**src/rtl/uart_frame_decoder.sv**
```systemverilog
// uart_frame_decoder: parses SYNC/CMD/LEN/payload/CHK packets from a UART byte stream
// and holds each validated frame behind a valid/ack handshake with a payload read port.
module uart_frame_decoder #(
    parameter int unsigned  MAX_PAYLOAD    = 16,
    parameter logic [7:0]   SYNC_BYTE      = 8'hA5,
    parameter int unsigned  TIMEOUT_CYCLES = 1_000_000,
    localparam int unsigned AW             = (MAX_PAYLOAD > 1) ? $clog2(MAX_PAYLOAD) : 1
) (
    input  logic          clk_i,
    input  logic          rst_ni,
    input  logic [7:0]    rx_data_i,
    input  logic          rx_ready_i,
    input  logic          rx_error_i,
    output logic          frame_valid_o,
    input  logic          frame_ack_i,
    output logic [7:0]    cmd_o,
    output logic [7:0]    len_o,
    input  logic [AW-1:0] rd_addr_i,
    output logic [7:0]    rd_data_o,
    output logic          frame_err_o,
    output logic [1:0]    err_code_o,
    output logic          overrun_o
);
    localparam logic [2:0] S_SYNC    = 3'd0;
    localparam logic [2:0] S_CMD     = 3'd1;
    localparam logic [2:0] S_LEN     = 3'd2;
    localparam logic [2:0] S_PAYLOAD = 3'd3;
    localparam logic [2:0] S_CHK     = 3'd4;
    localparam logic [2:0] S_HOLD    = 3'd5;

    logic [2:0]  r_state;
    logic [7:0]  r_acc;
    logic [7:0]  r_cmd;
    logic [7:0]  r_len;
    logic [7:0]  r_idx;
    logic [31:0] r_cnt;
    logic [7:0]  r_cmd_out;
    logic [7:0]  r_len_out;
    logic        r_frame_err;
    logic [1:0]  r_err_code;
    logic        r_overrun;
    logic [7:0]  r_mem [MAX_PAYLOAD];
    logic        w_mid;
    logic        w_tmo;

    assign w_mid = (r_state == S_CMD) || (r_state == S_LEN) || (r_state == S_PAYLOAD) || (r_state == S_CHK);
    // An arriving byte beats a timeout landing on the same cycle.
    assign w_tmo = w_mid && (TIMEOUT_CYCLES != 0) && !rx_ready_i && (r_cnt == TIMEOUT_CYCLES - 1);

    always_ff @(posedge clk_i or negedge rst_ni) begin
        if (!rst_ni) begin
            r_state     <= S_SYNC;
            r_acc       <= '0;
            r_cmd       <= '0;
            r_len       <= '0;
            r_idx       <= '0;
            r_cnt       <= '0;
            r_cmd_out   <= '0;
            r_len_out   <= '0;
            r_frame_err <= 1'b0;
            r_err_code  <= 2'b00;
            r_overrun   <= 1'b0;
        end else begin
            r_frame_err <= 1'b0;
            r_overrun   <= 1'b0;
            r_cnt       <= (w_mid && !rx_ready_i) ? r_cnt + 32'd1 : '0;
            if (w_mid && (rx_error_i || w_tmo)) begin
                r_frame_err <= 1'b1;
                r_err_code  <= rx_error_i ? 2'b00 : 2'b11;
                r_state     <= S_SYNC;
            end else if (rx_ready_i) begin
                case (r_state)
                    S_SYNC: if (rx_data_i == SYNC_BYTE) begin
                        r_acc   <= '0;
                        r_state <= S_CMD;
                    end
                    S_CMD: begin
                        r_cmd   <= rx_data_i;
                        r_acc   <= r_acc ^ rx_data_i;
                        r_state <= S_LEN;
                    end
                    S_LEN: if (32'(rx_data_i) > MAX_PAYLOAD) begin
                        r_frame_err <= 1'b1;
                        r_err_code  <= 2'b10;
                        r_state     <= S_SYNC;
                    end else begin
                        r_len   <= rx_data_i;
                        r_acc   <= r_acc ^ rx_data_i;
                        r_idx   <= '0;
                        r_state <= (rx_data_i == 8'd0) ? S_CHK : S_PAYLOAD;
                    end
                    S_PAYLOAD: begin
                        r_acc   <= r_acc ^ rx_data_i;
                        r_idx   <= r_idx + 8'd1;
                        r_state <= (r_idx == r_len - 8'd1) ? S_CHK : S_PAYLOAD;
                    end
                    S_CHK: if (rx_data_i == r_acc) begin
                        r_cmd_out <= r_cmd;
                        r_len_out <= r_len;
                        r_state   <= S_HOLD;
                    end else begin
                        r_frame_err <= 1'b1;
                        r_err_code  <= 2'b01;
                        r_state     <= S_SYNC;
                    end
                    S_HOLD: r_overrun <= 1'b1;
                    default: r_state <= S_SYNC;
                endcase
            end
            if (r_state == S_HOLD && frame_ack_i)
                r_state <= S_SYNC;
        end
    end

    always_ff @(posedge clk_i) begin
        if (r_state == S_PAYLOAD && rx_ready_i && !rx_error_i)
            r_mem[r_idx[AW-1:0]] <= rx_data_i;
    end

    assign frame_valid_o = (r_state == S_HOLD);
    assign cmd_o         = r_cmd_out;
    assign len_o         = r_len_out;
    assign rd_data_o     = r_mem[rd_addr_i];
    assign frame_err_o   = r_frame_err;
    assign err_code_o    = r_err_code;
    assign overrun_o     = r_overrun;
endmodule

```
**config.mk**
```make
export PLATFORM = sky130hd
export DESIGN_NAME = uart_frame_decoder
export DESIGN_NICKNAME = d
export VERILOG_FILES = /design/src/rtl/uart_frame_decoder.sv
export SDC_FILE = /design/constraint.sdc
export NUM_CORES = 1
export LEC_CHECK = 0
export ABC_AREA = 1
export ABC_CLOCK_PERIOD_IN_PS = 2600
export CAP_MARGIN = 20
export CORE_MARGIN = 8
export CORE_UTILIZATION = 60
export DETAILED_ROUTE_END_ITERATION = 10
export GPL_TIMING_DRIVEN = 0
export PLACE_DENSITY = 0.78
export SYNTH_ARGS = -nofsm -noshare
export SYNTH_HDL_FRONTEND = slang
export SYNTH_SLANG_ARGS = --single-unit
```
**constraint.sdc**
```tcl
create_clock -name clk_i -period 2.6 [get_ports clk_i]
set_clock_uncertainty 0.05 [all_clocks]
set_input_delay 0.52 -clock clk_i [delete_from_list [all_inputs] [get_ports clk_i]]
set_output_delay 0.52 -clock clk_i [all_outputs]
set_load 0.01 [all_outputs]
```
==> out/metrics.csv, run 1 <==
stage,metric,value,unit
global_route,grt_max_degree,48,
detailed_routing,wl,23760,um
job,cap_violations,0,
detailed_routing,drc,0,
global_route,track_usage,23.33,%
logic_synthesis,synthFlopType,edfxtp_1,
detailed_routing,route.vias.total,7428,
worst_setup_path,rr_endpoint,r_mem[4][7],
power,powerDensity,776.5,nW/um^2
detailed_routing,ant_nets,0,
global_route,antenna_found_initial,0,
floorplanning,std_cell_rows,47,
global_route,met1_usage,30.66,%
detailed_routing,wl_per_cell,18.33,um
global_route,grt.busiest_layer,met2,
worst_setup_path,cp.arrival,1.97,ns
worst_setup_path,critPathKind,in2out,
final_layout,diodes,0,
final_layout,fin_util,71.59,%
logic_synthesis,synth_area,9866,sq um
clock_network,numCtsBuffers,23,
global_route,grt_pass1_wl,37780,um
worst_setup_path,cp-start-kind,input port,
power,p_leak,4.821,nW
logic_synthesis,syn_nets,1004,
logic_synthesis,seq_area_frac_synth,61.03,%
detailed_routing,viasPerCell,5.731,
final_layout,drive_above_1_share,10.22,%
timing,max_slew_margin,43.80,%
clock_network,cts_root_buf,clkbuf_16,
power,vdd_drop_max,528.2,uV
final_layout,finalNonFillerCells,1296,
timing,slew_violations,0,
floorplanning,io_pins,46,
worst_setup_path,crit_end,rd_data_o[3],
clock_network,clock_latency,0.51,ns
detailed_routing,drt-initial-drc-count,715,
logic_synthesis,synth-seq-cells,215,
min_path,worst_hold_path_type,reg2reg,
worst_setup_path,crit_required,2.03,ns
clock_network,clock_path_buffers,3,
worst_setup_path,r2r_slack,0.08,ns
clock_network,clk_pin_slew,0.06,ns
timing,grt_setup_unrepaired,yes,
timing,hold_violations,0,
placement,placed_cells,1244,
timing,whs,0.4292,ns
final_layout,nets,1082,
logic_synthesis,netlist_top_cells_area,"edfxtp_1 (39%), dfrtp_1 (22%), nand2_1 (6.8%)",
clock_network,h-tree-depth,1,
logic_synthesis,syn_inst,981,
min_path,holdPathStages,2,
floorplanning,die_x,144.2,um
worst_setup_path,cp-startpoint,rd_addr_i[0],
worst_setup_path,reg2reg_depth,10,
timing,period_share,97.75,%
logic_synthesis,synth_top_area_cell,edfxtp_1,
global_route,met2_usage,38.86,%
logic_synthesis,yosysUniqueCellTypes,43,
logic_synthesis,yosys.area.top_type_share,38.96,%
logic_synthesis,synthArstFlopShare,40.47,%
floorplanning,fp.dieArea,20800,sq um
timing,worstMarginPinSlew,0.8430,ns
timing,tns,0,ns
clock_network,cts_tree,done,
logic_synthesis,synth.avg_cell_area,10.06,sq um
detailed_routing,drtPass1Iterations,6,
final_layout,syn_to_final_growth,18.63,%
global_route,met3_usage,3.500,%
placement,post-place-ws,-0.6879,ns
floorplanning,core_area,16350,sq um
placement,gp_congestion,0.9006,
logic_synthesis,synth-edff-count,128,
worst_setup_path,cp_max_fo,10,
placement,hpwlAfterDp,15740,um
global_route,grt_pass1_vias,7266,
global_route,grt_overflow,0,
timing,fin_ws,0.05856,ns
logic_synthesis,yosys_warnings,0,
clock_network,clock-sinks,215,
run_status,status,"finished, final reports clean",
floorplanning,initial_core_util,60.35,%
timing,setup_viol,0,
timing,layout_min_cycle_time,2.541,ns
placement,io_buffers,42,
worst_setup_path,r2r_start,r_state[0],
timing,max_freq,0.3935,GHz
worst_setup_path,cp-end-kind,primary output,
floorplanning,die_height,144.2,um
[where the power goes]
group	internal, mW	switching [mW]
Sequential	3.89	0.226
Combinational	0.583	1.14
Clock	1.94	1.31
[routing by layer]
layer | part of all wire [%] | routed length (um) | up-vias
met1 | 41 | 9814 | 3554
li1 | - | - | 3525
met2 | 48 | 11470 | 297
met4 | 3.1 | 731 | 0
met3 | 7.3 | 1740 | 52
met5 | 0 | 0 | -
[Yosys cell counts, types with 2 or more instances]
master and n:
a21oi_1 48, and3_1 2, buf_1 2, buf_2 7, buf_4 2, clkbuf_1 20
clkinv_1 2, dfrtp_1 87, edfxtp_1 128, ha_1 6, inv_1 106, inv_2 3
mux2i_1 32, nand2_1 180, nand2_2 2, nand3_1 46, nand4_1 21, nor2_1 97
nor3_1 19, nor3b_1 2, nor4_1 6, o211ai_1 32, o21ai_0 77, o31ai_1 11
xnor2_1 10, xor2_1 16
[worst max-delay path, stage by stage]
cell           delay, ns
buf_2               0.15
buf_6               0.20
buf_12              0.19
mux2i_2             0.27
o211ai_1            0.13
o211ai_1            0.12
nand2_1             0.09
dlygate4sd2_1       0.30
[metrics by stage]
stage	instance area, sq um	total power [mW]
floorplan	9866	5.256
global placement	10560	5.722
detailed placement	10590	5.773
CTS	11500	9.086
global route	11700	9.500
finish	11700	9.088
[sequential cells by signal, indices dropped and copies added (netlist names)]
signal and flops:
overrun_o 1, r_cnt 32, r_cmd 8, r_state 3, len_o 8, r_len 8, cmd_o 8, r_mem 128
frame_err_o 1, r_idx 8, err_code_o 2, r_acc 8
[how the worst min path moves through the flow]
stage	start	endpoint	slack (ns)
3_3_place_gp	cmd_o[6]	cmd_o[6]	0.40
4_1_cts	cmd_o[6]	cmd_o[6]	0.43
6_report	cmd_o[6]	cmd_o[6]	0.43
5_1_grt	cmd_o[6]	cmd_o[6]	0.45
3_5_place_dp	cmd_o[6]	cmd_o[6]	0.41
2_1_floorplan	rst_ni	cmd_o[0]	0.17
[area by class of cell]
cell class,count,area [sq um]
buffer,32,192.7
clock buffer,31,645.6
clock inverter,11,111.4
fill,1180,4644
inverter,111,421.7
multi-input combinational,623,3433
sequential,215,6021
tap,220,275.3
timing repair buffer,53,603.1
[cells in the final DEF (no fill, tap or decap), drive strengths merged, types with 2 or more instances in the layout]
cell type,count
nand2,183
mux2i,32
clkbuf,55
dlymetal6s2s,7
a21oi,49
o211ai,32
edfxtp,128
nand4,21
and2,2
nor2,98
ha,6
xnor2,10
clkdlybuf4s15,2
o21ai,77
o31ai,11
dlygate4sd2,4
buf,23
nor3,21
nand3,47
and3,2
inv,111
dfrtp,87
xor2,16
nor4,6
bufinv,2
nor3b,2
clkdlybuf4s50,24
clkinv,8
[timing repair]
item / 4_1_cts / 5_1_grt
resized for setup: 71 / 34
pin swaps: 2 / 13
hold buffers: 1 / 0
endpoints found under the hold margin: 40 / 0
setup endpoints to repair: 168 / 174
buffers inserted: 0 / 9
[cells by family (layout without fill, tap and decap cells)]
group	Yosys count	after routing	synth area share, %
compound gates	173	173	10.07
xor+xnor	26	26	2.308
fa+ha+maj	6	6	0.7609
buf+inv	143	238	5.618
flops	215	215	61.03
mux	33	33	3.361
simple gates	385	385	16.86
No activity file was read; power rests on OpenSTA's default activity.
==> inputs of run 2 (changes only) <==
Settings changed: CORE_UTILIZATION 60 to 62, CTS_BUF_LIST set to sky130_fd_sc_hd__clkbuf_8, PLACE_DENSITY 0.78 to 0.81.
==> run 2 against run 1 <==
Total power shrank 1.6%. Hold slack got worse by 0.012 ns. First-iteration DRC count fell by 18%. Global-route usage grew 0.077 points. Combinational power is essentially flat. Clock power down 5%. Utilization up 2.1 points. Maximum frequency shrank 1.9%. Sequential cell count is the same.
==> out/metrics.csv, run 2 (synthesis gave the netlist of run 1 again) <==
stage,metric,value,unit
run_status,status,"finished, final reports clean",
final_layout,layout_common_cells,"nand2_1 (176), edfxtp_1 (128), inv_1 (112)",
worst_setup_path,cp-start-kind,input port,
clock_network,cts_tree,done,
detailed_routing,route.vias.total,7430,
floorplanning,die_x,142.1,um
timing,grt_setup_unrepaired,yes,
timing,fin_ws,0.008351,ns
detailed_routing,ant_nets,0,
timing,whs,0.4173,ns
clock_network,clock-sinks,215,
timing,max_slew_margin,39.94,%
placement,gp_congestion,0.9374,
global_route,antenna_found_initial,0,
min_path,min-delay-start,cmd_o[3],
min_path,worst_hold_path_type,reg2reg,
clock_network,clock_latency,0.52,ns
timing,period_share,99.68,%
timing,max_freq,0.3859,GHz
worst_setup_path,cp.arrival,2.02,ns
global_route,track_usage,23.41,%
worst_setup_path,r2r_start,r_state[0],
final_layout,nets,1086,
power,p_leak,4.764,nW
clock_network,numCtsBuffers,34,
timing,layout_min_cycle_time,2.592,ns
worst_setup_path,cp-end-kind,primary output,
floorplanning,initial_core_util,62.79,%
power,total_power,8.942,mW
global_route,grt_pass1_vias,7065,
floorplanning,std_cell_rows,46,
final_layout,fin_util,73.65,%
worst_setup_path,cp_max_fo,10,
clock_network,cts_root_buf,clkbuf_8,
placement,io_buffers,42,
power,powerDensity,772.7,nW/um^2
timing,hold_violations,0,
final_layout,drive_above_1_share,11.05,%
floorplanning,fp.dieArea,20210,sq um
final_layout,layout_commonest_cell,nand2_1,
timing,worstMarginPinSlew,0.8995,ns
clock_network,clk_pin_slew,0.06,ns
worst_setup_path,r2r_slack,0.12,ns
detailed_routing,viasPerCell,5.707,
detailed_routing,drt-initial-drc-count,585,
detailed_routing,wl,23460,um
global_route,grt_overflow,0,
floorplanning,io_pins,46,
final_layout,syn_to_final_growth,17.30,%
placement,hpwlAfterDp,15810,um
worst_setup_path,rr_endpoint,r_mem[11][2],
detailed_routing,drtPass1Iterations,5,
power,vdd_drop_max,556.2,uV
clock_network,clock_path_buffers,3,
floorplanning,die_height,142.1,um
detailed_routing,wl_per_cell,18.02,um
global_route,grt_max_degree,59,
floorplanning,core_area,15710,sq um
timing,setup_viol,0,
timing,slew_violations,0,
detailed_routing,drc,0,
final_layout,largest_register_ffs,128,
timing,tns,0,ns
min_path,min_to,cmd_o[3],
global_route,grt_pass1_wl,36650,um
min_path,holdPathStages,2,
job,cap_violations,0,
clock_network,h-tree-depth,2,
placement,post-place-ws,-0.6557,ns
final_layout,diodes,0,
worst_setup_path,reg2reg_depth,9,
worst_setup_path,crit_required,2.03,ns
worst_setup_path,critPathKind,in2out,
==> run 2: cell count changes in the layout (fill, tap and decap cells not counted), moves of 3 or more <==
cell,previous run,this run
clkbuf_8,4,45
clkbuf_2,14,11
buf_4,7,4
dlymetal6s2s_1,7,2
o21ai_1,6,12
dlygate4sd2_1,4,11
clkbuf_16,23,0
inv_1,106,112
buf_12,8,2
o21ai_0,70,63
==> run 2: worst max-delay path, cell delays in order <==
cell and delay (ns):
buf_2 0.15, clkbuf_1 0.22, o21ai_0 0.34, o21ai_0 0.19, o211ai_1 0.20, nand2_1 0.10
dlygate4sd2_1 0.30
==> run 2: how the worst max path moves through the flow <==
stage,to,from,cells past startpoint
after floorplan,rd_data_o[2],rd_addr_i[0],8
after global placement,r_cnt[3],rst_ni,1
after detailed placement,len_o[6],rx_data_i[0],11
after CTS,r_mem[11][0],r_state[0],9
after global routing,frame_valid_o,r_state[0],3
final,rd_data_o[7],rd_addr_i[0],7
==> run 2: per-layer routing <==
layer	share of wire [%]	GRT usage, %
met1	42	30.01
met2	48	38.03
met3	6.6	4.764
met4	3.3	10.12
met5	0	0
==> run 2: where the power goes <==
part           internal, mW  switching (mW)
Combinational         0.576            1.15
Clock                  1.81            1.28
Sequential             3.89           0.226
Total                  6.28            2.67
==> run 2: through the flow <==
step / cell area, sq um / std cells
final: 11570 / 1302
after global routing: 11570 / 1302
after CTS: 11450 / 1300
after detailed placement: 10580 / 1240
after global placement: 10560 / 1239
after floorplan: 9866 / 981
==> run 2: cell type report <==
class                   instances  area (sq um)
repair buffers                 46         466.7
fillers                      1153          4140
multi-input cells             623          3456
clock inverters                15         141.4
plain buffers                  32         190.2
well taps                     216         270.3
flip-flops and latches        215          6021
inverters                     111         421.7
clock buffers                  44         605.6
==> run 2: timing repair <==
| action | CTS | global route |
|---|---|---|
| gates cloned | 0 | 0 |
| resized for setup | 76 | 35 |
| buffers inserted | 0 | 2 |
| pin swaps | 0 | 2 |
| setup endpoints to repair | 169 | 168 |
| hold buffers | 1 | 0 |
| endpoints found under the hold margin | 29 | 0 |
==> inputs of run 3 (changes only) <==
Settings changed: CAP_MARGIN 20 to not set.
==> results of run 3 <==
Same layout as run 2: the final DEF is identical, and so are final timing and power.
==> edit: new RTL, flow settings as in run 1 <==
Set the parameter `MAX_PAYLOAD` to 8 (it was 16).
--- a/src/rtl/uart_frame_decoder.sv
+++ b/src/rtl/uart_frame_decoder.sv
@@ -2,5 +2,5 @@
 // and holds each validated frame behind a valid/ack handshake with a payload read port.
 module uart_frame_decoder #(
-    parameter int unsigned  MAX_PAYLOAD    = 16,
+    parameter int unsigned  MAX_PAYLOAD    = 8,
     parameter logic [7:0]   SYNC_BYTE      = 8'hA5,
     parameter int unsigned  TIMEOUT_CYCLES = 1_000_000,
Interface: changed (resized rd_addr_i); port bits go from 46 to 45. No check against the original RTL was run, so the function may have changed too.
==> edit against run 1 <==
The flow now finishes with violations (negative setup slack); sequential share of layout area is 2.9 points lower; synthesized area down 28%; global-route usage shrank 1.1 points; worst hold slack got worse by 5.9 ps; cell area shrank 28%; worst setup slack worse by 64 ps; routed wire length is 30% lower; die area shrank 25%; maximum frequency fell by 2.5%; final cell count fell by 20%; critical path depth is 2 higher; sequential cell count is 64 lower; power shrank 27%.
==> edit: results (changes against run 1) <==
| Metric | Value |
|---|---|
| I/O Buffers | `44 (was 42)` |
| Dpl hpwl | `11.8 mm (was 15.7 mm)` |
| CP max stage delay | `500 ps (was 300 ps)` |
| Crit path DAT | `2690 ps (was 1970 ps)` |
| Worst skew pair latency | `430 ps (was 510 ps)` |
| PnR worst setup slack | `-5.47 ps (was 58.6 ps)` |
| Inserted Clock Buffers | `17 (was 23)` |
| Family with the most delay on the worst path | `simple AND/OR/NAND/NOR gates (was buffers and inverters)` |
| Primary FF master, synth | `dfrtp_1 (was edfxtp_1)` |
| Slowest CP cell | `nor3_1 (was dlygate4sd2_1)` |
| Measured slew at the worst slew-check pin | `751 ps (was 843 ps)` |
| Dpl cell area | `7790 sq um (was 10,600 sq um)` |
| Worst IR Drop VDD | `0.000576 V (was 0.000528 V)` |
| Failing checks | `negative setup slack` |
| Status | `finished, violations left (was finished, final reports clean)` |
| Final setup fails | `5 (was 0)` |
| Gate Count Post-Synth | `808 (was 981)` |
| DP Cell Count | `1,002 (was 1,244)` |
| Async SR Flop Fraction | `0.576 (was 0.405)` |
| Number of global-route vias before repair | `5,849 (was 7,266)` |
| All-Layer GR Usage | `0.222 (was 0.233)` |
| Synth area leaders | `dfrtp_1 31%, edfxtp_1 27%, nand2_1 9.0% (was edfxtp_1 39%, dfrtp_1 22%, nand2_1 6.8%)` |
| Post-synthesis sequential area ratio | `0.575 (was 0.610)` |
| Wire per inst | `16.1 um (was 18.3 um)` |
| TNS Setup | `-17.4 ps (was 0 ps)` |
| Max FFs per register | `64 (was 128)` |
| Global-route wire length before repair | `28.0 mm (was 37.8 mm)` |
| Number of flops mapped to enable cells by yosys | `64 (was 128)` |
| Via count | `5,873 (was 7,428)` |
| Clock Path Buffers | `2 (was 3)` |
| Layout cell share with drive strength beyond 1 | `0.0722 (was 0.102)` |
| Max H-tree Level | `4 (was 1)` |
| Pin count of the biggest net entering global routing | `64 (was 48)` |
| Unique masters post-synth | `32 (was 43)` |
edit: final timing paths:
check	cells after the start	slack, ps	to	startpoint
worst min register to register	2	420	cmd_o[1]	cmd_o[1]
worst min-delay path	2	420	cmd_o[1]	cmd_o[1]
max in group asynchronous	3	1380	r_cnt[14]	rst_ni
worst max-delay path	10	-5	r_mem[1][3]	r_state[0]
min in group asynchronous	2	500	cmd_o[5]	rst_ni
worst max register to register	10	-5	r_mem[1][3]	r_state[0]
edit: cell families after synthesis:
kind of cell | count (synthesis) | synth area share
buffers and inverters | 106 | 0.0570
AO/OA/AOI/OAI | 120 | 0.0930
XOR/XNOR | 29 | 0.0356
flip-flops | 151 | 0.575
AND/OR/NAND/NOR | 399 | 0.234
adder cells (fa/ha/maj) | 3 | 0.00527
edit: timing repair:
action                                  4_1_cts  5_1_grt
endpoints found under the hold margin        24        0
pin swaps                                     0        1
hold buffers                                  1        0
resized for setup                            31       18
buffers inserted                              0        0
endpoints found under the setup margin       24       84
edit: final cells by class:
cell class                 instances  area, sq um
inverter                          86          323
sequential                       151         4100
buffer                            20          123
tap                              147          184
fill                             869         3370
timing repair buffer              48          485
multi-input combinational        551         2660
clock buffer                      28          507
clock inverter                     3         67.6
edit: per-stage QoR:
step | setup WS [ps] | total power [W]
6_report | -5.47 | 0.00667
4_1_cts | 3.86 | 0.00667
3_5_place_dp | -854 | 0.00427
2_1_floorplan | 350 | 0.00384
5_1_grt | -210 | 0.00699
3_3_place_gp | -1990 | 0.00419
edit: routing by layer:
layer  wire, um  global-route usage  up-vias
li1           -                   -     2821
met2       8320               0.368      182
met4        363              0.0931        0
met5          0                   0        -
met1       7100               0.275     2834
met3        844              0.0506       36
edit: report_power, final:
group          internal [W]  switching, W
Combinational      0.000469      0.000891
Sequential          0.00273      0.000176
Clock               0.00151      0.000885
